`src/rtl/mem_arb_pkg.sv`:
```
// mem_arb_pkg: shared definitions for the Simplez memory arbiter.
//   MEM_AW / MEM_DW : default address and data widths (512 x 12 memory)
//   state_e         : arbiter FSM encoding (ST_IDLE = 0, ST_ACCESS = 1)
//   PORT_CPU/LDR    : requester indices (0 = CPU control unit, 1 = loader/debug)
// Configuration macro used by the importing files: MEM_ARB_LOADER_PRIO_EN.
package mem_arb_pkg;

  localparam int MEM_AW = 9;
  localparam int MEM_DW = 12;

  typedef enum logic {
    ST_IDLE   = 1'b0,
    ST_ACCESS = 1'b1
  } state_e;

  localparam logic PORT_CPU = 1'b0;
  localparam logic PORT_LDR = 1'b1;

endpackage

```
`src/rtl/mem_arb_pick.sv`:
```
// mem_arb_pick: combinational winner selection for mem_arbiter.
// Ports:
//   req0_i, req1_i : access requests from CPU (0) and loader (1)
//   last_i         : port granted last (round-robin build only)
//   valid_o        : at least one request present
//   port_o         : index of the winning port
// Macro MEM_ARB_LOADER_PRIO_EN: when defined the loader always wins a tie and
// no last-grant input exists; otherwise ties go to the port not granted last.
module mem_arb_pick
  import mem_arb_pkg::*;
(
  input  logic req0_i,
  input  logic req1_i,
`ifndef MEM_ARB_LOADER_PRIO_EN
  input  logic last_i,
`endif
  output logic valid_o,
  output logic port_o
);

  always_comb begin
    valid_o = req0_i | req1_i;
    port_o  = PORT_CPU;
    if (req0_i && req1_i) begin
`ifdef MEM_ARB_LOADER_PRIO_EN
      port_o = PORT_LDR;
`else
      // Tie: the port that did not win last time goes now.
      port_o = (last_i == PORT_CPU) ? PORT_LDR : PORT_CPU;
`endif
    end else if (req1_i) begin
      port_o = PORT_LDR;
    end
  end

endmodule

```
`src/rtl/mem_arbiter.sv`:
```
// mem_arbiter: shares the single-port 512x12 Simplez memory between the CPU
// control unit (port 0) and the loader/debug port (port 1). Every access is a
// fixed two-cycle transaction: IDLE samples requests and registers the winner's
// address/strobe/data onto the memory bus, ACCESS lets the memory act on the
// negedge, and the following posedge returns data with a one-cycle ack.
// Ports:
//   clk_i, rst_i                     : clock, asynchronous active-high reset
//   reqN_i, addrN_i, wrN_i, wdataN_i : request side of port N (N = 0, 1)
//   ackN_o, rdataN_o                 : completion pulse and read data of port N
//   mem_addr_o, mem_wr_o, mem_wdata_o: registered memory controls
//   mem_rdata_i                      : memory data_out
// Macro MEM_ARB_LOADER_PRIO_EN: fixed loader priority instead of round-robin.
module mem_arbiter
  import mem_arb_pkg::*;
#(
  parameter int AW = MEM_AW,
  parameter int DW = MEM_DW
) (
  input  logic          clk_i,
  input  logic          rst_i,
  input  logic          req0_i,
  input  logic [AW-1:0] addr0_i,
  input  logic          wr0_i,
  input  logic [DW-1:0] wdata0_i,
  input  logic          req1_i,
  input  logic [AW-1:0] addr1_i,
  input  logic          wr1_i,
  input  logic [DW-1:0] wdata1_i,
  output logic          ack0_o,
  output logic [DW-1:0] rdata0_o,
  output logic          ack1_o,
  output logic [DW-1:0] rdata1_o,
  output logic [AW-1:0] mem_addr_o,
  output logic          mem_wr_o,
  output logic [DW-1:0] mem_wdata_o,
  input  logic [DW-1:0] mem_rdata_i
);

  state_e        state_q, state_d;
  logic          winner_q, winner_d;
  logic [AW-1:0] mem_addr_q, mem_addr_d;
  logic          mem_wr_q, mem_wr_d;
  logic [DW-1:0] mem_wdata_q, mem_wdata_d;
  logic          ack0_q, ack0_d;
  logic          ack1_q, ack1_d;
  logic [DW-1:0] rdata0_q, rdata0_d;
  logic [DW-1:0] rdata1_q, rdata1_d;
  logic          grant_valid;
  logic          grant_port;
`ifndef MEM_ARB_LOADER_PRIO_EN
  logic          last_q, last_d;
`endif

  mem_arb_pick u_pick (
    .req0_i  (req0_i),
    .req1_i  (req1_i),
`ifndef MEM_ARB_LOADER_PRIO_EN
    .last_i  (last_q),
`endif
    .valid_o (grant_valid),
    .port_o  (grant_port)
  );

  // State register
  always_ff @(posedge clk_i or posedge rst_i) begin
    if (rst_i) state_q <= ST_IDLE;
    else       state_q <= state_d;
  end

  // Next-state logic: ACCESS always lasts exactly one cycle.
  always_comb begin
    state_d = state_q;
    case (state_q)
      ST_IDLE:   if (grant_valid) state_d = ST_ACCESS;
      ST_ACCESS: state_d = ST_IDLE;
      default:   state_d = ST_IDLE;
    endcase
  end

  // Output/datapath next values. Requests are only looked at in IDLE, so
  // anything a master changes during ACCESS has no effect on the transaction.
  always_comb begin
    winner_d    = winner_q;
    mem_addr_d  = mem_addr_q;
    mem_wdata_d = mem_wdata_q;
    mem_wr_d    = 1'b0;
    ack0_d      = 1'b0;
    ack1_d      = 1'b0;
    rdata0_d    = rdata0_q;
    rdata1_d    = rdata1_q;
`ifndef MEM_ARB_LOADER_PRIO_EN
    last_d      = last_q;
`endif
    case (state_q)
      ST_IDLE: begin
        if (grant_valid) begin
          winner_d    = grant_port;
          mem_addr_d  = (grant_port == PORT_LDR) ? addr1_i  : addr0_i;
          mem_wr_d    = (grant_port == PORT_LDR) ? wr1_i    : wr0_i;
          mem_wdata_d = (grant_port == PORT_LDR) ? wdata1_i : wdata0_i;
`ifndef MEM_ARB_LOADER_PRIO_EN
          last_d      = grant_port;
`endif
        end
      end
      ST_ACCESS: begin
        // The memory already updated data_out on the negedge; for a write it
        // holds the word's previous contents.
        if (winner_q == PORT_LDR) begin
          ack1_d   = 1'b1;
          rdata1_d = mem_rdata_i;
        end else begin
          ack0_d   = 1'b1;
          rdata0_d = mem_rdata_i;
        end
      end
      default: ;
    endcase
  end

  // Datapath registers; reset drops mem_wr at once so an in-flight write is
  // cancelled if it has not reached the memory's negedge yet.
  always_ff @(posedge clk_i or posedge rst_i) begin
    if (rst_i) begin
      winner_q    <= PORT_CPU;
      mem_addr_q  <= '0;
      mem_wr_q    <= 1'b0;
      mem_wdata_q <= '0;
      ack0_q      <= 1'b0;
      ack1_q      <= 1'b0;
      rdata0_q    <= '0;
      rdata1_q    <= '0;
`ifndef MEM_ARB_LOADER_PRIO_EN
      last_q      <= PORT_LDR;
`endif
    end else begin
      winner_q    <= winner_d;
      mem_addr_q  <= mem_addr_d;
      mem_wr_q    <= mem_wr_d;
      mem_wdata_q <= mem_wdata_d;
      ack0_q      <= ack0_d;
      ack1_q      <= ack1_d;
      rdata0_q    <= rdata0_d;
      rdata1_q    <= rdata1_d;
`ifndef MEM_ARB_LOADER_PRIO_EN
      last_q      <= last_d;
`endif
    end
  end

  assign ack0_o      = ack0_q;
  assign ack1_o      = ack1_q;
  assign rdata0_o    = rdata0_q;
  assign rdata1_o    = rdata1_q;
  assign mem_addr_o  = mem_addr_q;
  assign mem_wr_o    = mem_wr_q;
  assign mem_wdata_o = mem_wdata_q;

endmodule
```
`config.mk`:
```
export PLATFORM = sky130hd
export DESIGN_NAME = mem_arbiter
export DESIGN_NICKNAME = d
export VERILOG_FILES = /design/src/rtl/mem_arb_pkg.sv /design/src/rtl/mem_arb_pick.sv /design/src/rtl/mem_arbiter.sv
export SDC_FILE = /design/constraint.sdc
export NUM_CORES = 1
export LEC_CHECK = 0
export BUFFER_PORTS_ARGS = -buffer_cell sky130_fd_sc_hd__buf_2
export CELL_PAD_IN_SITES_DETAIL_PLACEMENT = 1
export CELL_PAD_IN_SITES_GLOBAL_PLACEMENT = 2
export CORE_AREA = 2 2 93 95
export CTS_BUF_LIST = sky130_fd_sc_hd__clkbuf_16
export CTS_CLUSTER_DIAMETER = 30
export DETAILED_ROUTE_END_ITERATION = 16
export DIE_AREA = 0 0 95 97
export GPL_TIMING_DRIVEN = 0
export PLACE_DENSITY = 0.85
export RECOVER_POWER = 25
export SKIP_CTS_REPAIR_TIMING = 1
export SYNTH_ARGS = -nofsm -noshare
export SYNTH_HDL_FRONTEND = slang
export SYNTH_SLANG_ARGS = --single-unit
```
`constraint.sdc`:
```
create_clock -name clk_i -period 1.7 [get_ports clk_i]
set_input_delay 0.255 -clock clk_i [delete_from_list [all_inputs] [get_ports clk_i]]
set_output_delay 0.255 -clock clk_i [all_outputs]
set_load 0.01 [all_outputs]
```
After elaboration in Yosys (flattened, before gate mapping)

Index checks and enable logic that the tools add are counted.

Register bits after elaboration: 51
Input bits: 60

Muxes and demuxes: 14
Bitwise operators: 3
Reduce and logical (&&, ||, !) cells: 4

Operators with widths:

| operator          | count |
|---|---|
| $mux 12           | 1 |
| $mux 1            | 11 |
| $mux 9            | 1 |
| $reduce_and 2->1  | 3 |
| $not 1->1         | 2 |
| $pmux 1 s2        | 1 |
| $logic_and 1x1->1 | 1 |
| $or 1x1->1        | 1 |

Logic depth before layout (Yosys ltp)

Depth in word-level cells: 5
Depth in mapped cells: 5
Depth with buffers taken out: 3

Hierarchy

From an unflattened synthesis, not the netlist that was laid out.

Cell total of the unflattened synthesis: 137
Area, all modules: 2304.7 µm²

By module, submodules not included:

| module       | instances | cells an instance | area each (µm²) |
|---|---|---|---|
| mem_arbiter  | 1         | 135               | 2290.9 |
| mem_arb_pick | 1         | 2                 | 13.8 |

Least setup slack after synthesis

OpenSTA, ideal clock, no wires.

Path type: reg-to-reg
From: register last_q
To: register mem_wdata_q[0] (netlist: mem_wdata_o[0])
Data arrival time: 1065 ps
Slack: 553 ps
Cell stages (with the launch flop): 5
Path buffers: 1
Clock period less this slack: 1147 ps
Path through: dfstp_2 a21bo_2 buf_2 nand2_1 a31oi_1

Cells in the longest elaborated chain, start to end: 3

Ends and longest elaborated chain:

| item                     | RTL line           | RTL |
|---|---|---|
| start: declaration       | mem_arbiter.sv:51  | `logic last_q, last_d;` |
| start signal: assignment | mem_arbiter.sv:146 | `last_q <= last_d;` |
| $mux 1                   | mem_arb_pick.sv:29 | `port_o = (last_i == PORT_CPU) ? PORT_LDR : PORT_CPU;` |
| $mux 1                   | mem_arb_pick.sv:24 | `if (req0_i && req1_i) begin` |
| $mux 12                  | mem_arbiter.sv:100 | `mem_wdata_d = (grant_port == PORT_LDR) ? wdata1_i : wdata0_i;` |
| end signal: assignment   | mem_arbiter.sv:140 | `mem_wdata_q <= mem_wdata_d;` |
| end: declaration         | mem_arbiter.sv:43  | `logic [DW-1:0] mem_wdata_q, mem_wdata_d;` |

Every way passes these cells.
A chain may end at the register's enable or synchronous reset.

Worst setup path after layout

From: register last_q
To: register mem_wdata_q[2] (netlist: mem_wdata_o[2])

The elaborated chain is that of the path after synthesis.

==> run metrics <==
status completed; Comb power frac between 30% and 40%; Synth top area share between 50% and 60%; root buffer cell clkbuf_16; P_int around 2700 uW; htree depth 2; drt via density between 4 and 5; Slew Limit Fails 0; die area 9220 um2; cell row count 33; design area 2920 um2; Max-Slew Margin vs Limit 45.3%; Die Ht roughly 97 um; first-pass GRT wire length ~9500 um; Core ar. 8130 um2; CP Class reg -> reg; Die Width ~95 um; Sequential Area approximately 1300 um2; top cells by area, synth dfrtp_1 60%, mux2_2 13%, nand2_1 8.3%; peak supply drop between 0.4 and 0.5 mV; Worst-path clk slew 0.06 ns; Max-Cap Viols 0; pwr/cell area roughly 1400 nW/um2; CTS tree built; Fill cells between 900 and 1,000; critical path startpoint last_q; DRT iter0 DRCs 30; most frequent cells in the layout 112 x buf_2, 50 x dfrtp_1, 46 x nand2_1; pin count of the biggest net entering global routing 32; overall routing resource usage 13.1%; CTS Sinks 51; skew final between 0.004 and 0.005 ns; Total Wirelength between 5000 and 6000 um; vias in the first global route about 1,900; area of the multi-input gates ~700 um2; CP Launch Type flop; WP data required 1.90 ns; synth-to-layout area growth 39.4%; Syn Area/Cell about 11 um2; part of the cycle the worst path needs approximately 80%; most common cell after layout, fill and taps aside buf_2; Hold Path Class in -> async; Worst R2R Path Depth 4; post-synth cell types 16; YS warnings 0; fin crit period ~1.4 ns; Final Hold Viols 0; initial antenna violation count 0; Final Wtd Congestion about 0.7; arrival time at the worst endpoint around 1.6 ns; DR WL/cell between 10 and 15 um; drt drc 0; worst skew pair latency about 0.29 ns; leakage about 0.0015 uW; IO Pins roughly 110; reg-to-reg setup timing slack about 0.35 ns; clock share of power 24.0%; #FFs+latches synth 51; sw power ~1200 uW; sw frac ~31%; IO Port Bufs roughly 110; placed inst area 2780 um2; DP HPWL ~4400 um; worst-path maximum fanout 10; initial core utilization about a quarter; post-route ant nets 0; Final Power between 3000 and 4000 uW; fin nets ~360; register area share after synthesis between 60% and 70%; Reg power frac ~45%; unrepaired setup endpoints after global routing no; share of layout cells above drive strength 1 around half; CTS max path bufs 2; Overflow after GRT 0; Inserted Clock Buffers 5; worst r2r dst mem_wdata_o[2]; element type at the critical path end flop; final setup fails 0; area of the mapped netlist ~2100 um2; maximum clock frequency approximately 740 MHz; syn nets 246; worst r2r src last_q; DR vias about 1,800; number of diodes 0; worst-margin pin slew roughly 0.8 ns; Mapped Cells about 190; first-pass iteration count of the detailed router 4; top cell type by total area after synthesis dfrtp_1
power groups by stage:
stage	Clock [uW]	Combinational (uW)	Sequential, uW
after floorplan	0	522	1950
after global placement	0	1240	1770
after detailed placement	0	1280	1800
after CTS	1000	1280	1770
after global routing	1060	1390	1810
final	954	1250	1770
kinds of logic after synthesis:
logic type	count (synthesis)	share of synthesized area [%]
AND/OR/NAND/NOR	67	12.0
flip-flops	51	61.1
multiplexers	24	12.9
AO/OA/AOI/OAI	28	8.98
buffers and inverters	16	4.97
per-layer routing:
metal	share of wire [%]	GRT usage [%]
met4	1.7	3.57
met2	50	22.3
met3	6.9	3.82
met1	42	16.0
met5	0	0
per-stage QoR:
stage | utilization, % | setup slack (ns) | std cells | TNS (ns) | hold WS, ns
floorplan | - | 0.217 | 186 | 0 | 0.325
global placement | 33.9 | -0.503 | 398 | -25.14 | 0.465
detailed placement | 34.1 | 0.330 | 399 | 0 | 0.296
CTS | 35.8 | 0.333 | 407 | 0 | -0.0150
global route | 35.8 | 0.216 | 407 | 0 | 0.189
finish | 35.8 | 0.347 | 407 | 0 | 0.124
worst max path at each step:
stage,to,slack (ns),cells past startpoint
detailed placement,mem_wdata_o[8],0.33,4
CTS,mem_wdata_o[2],0.33,4
finish,mem_wdata_o[2],0.35,4
floorplan,ack0_o,0.22,1
global placement,mem_addr_o[5],-0.50,2
global route,mem_wdata_o[8],0.22,4
critical path, stage by stage, from the launching register on:
cell     delay [ns]
dfstp_2        0.56
a21bo_2        0.19
buf_2          0.27
nand2_1        0.08
a31oi_1        0.17
flip-flops by register name, indices dropped and copies added (netlist names):
register	cells
ack0_o	1
state_q	1
last_q	1
mem_wr_o	1
ack1_o	1
mem_wdata_o	12
winner_q	1
rdata1_o	12
rdata0_o	12
mem_addr_o	9
cell usage after synthesis:
master    count
nor2_1       21
a21boi_0      1
dfstp_2       1
buf_2         5
o21ba_1       1
dfrtp_1      50
a21bo_2       1
buf_6         4
nand2_1      46
a21oi_1       1
buf_4         2
inv_1         5
a31oi_1      22
a21boi_2      1
o22ai_1       1
mux2_2       24
area by class of cell:
class / count / area share [%]
flip-flops and latches: 51 / 43.8
multi-input cells: 119 / 24.3
repair buffers: 108 / 19.1
well taps: 105 / 4.51
clock buffers: 5 / 4.29
plain buffers: 11 / 2.92
inverters: 5 / 0.644
clock inverters: 3 / 0.429
Power figures use the tool's default switching activity.
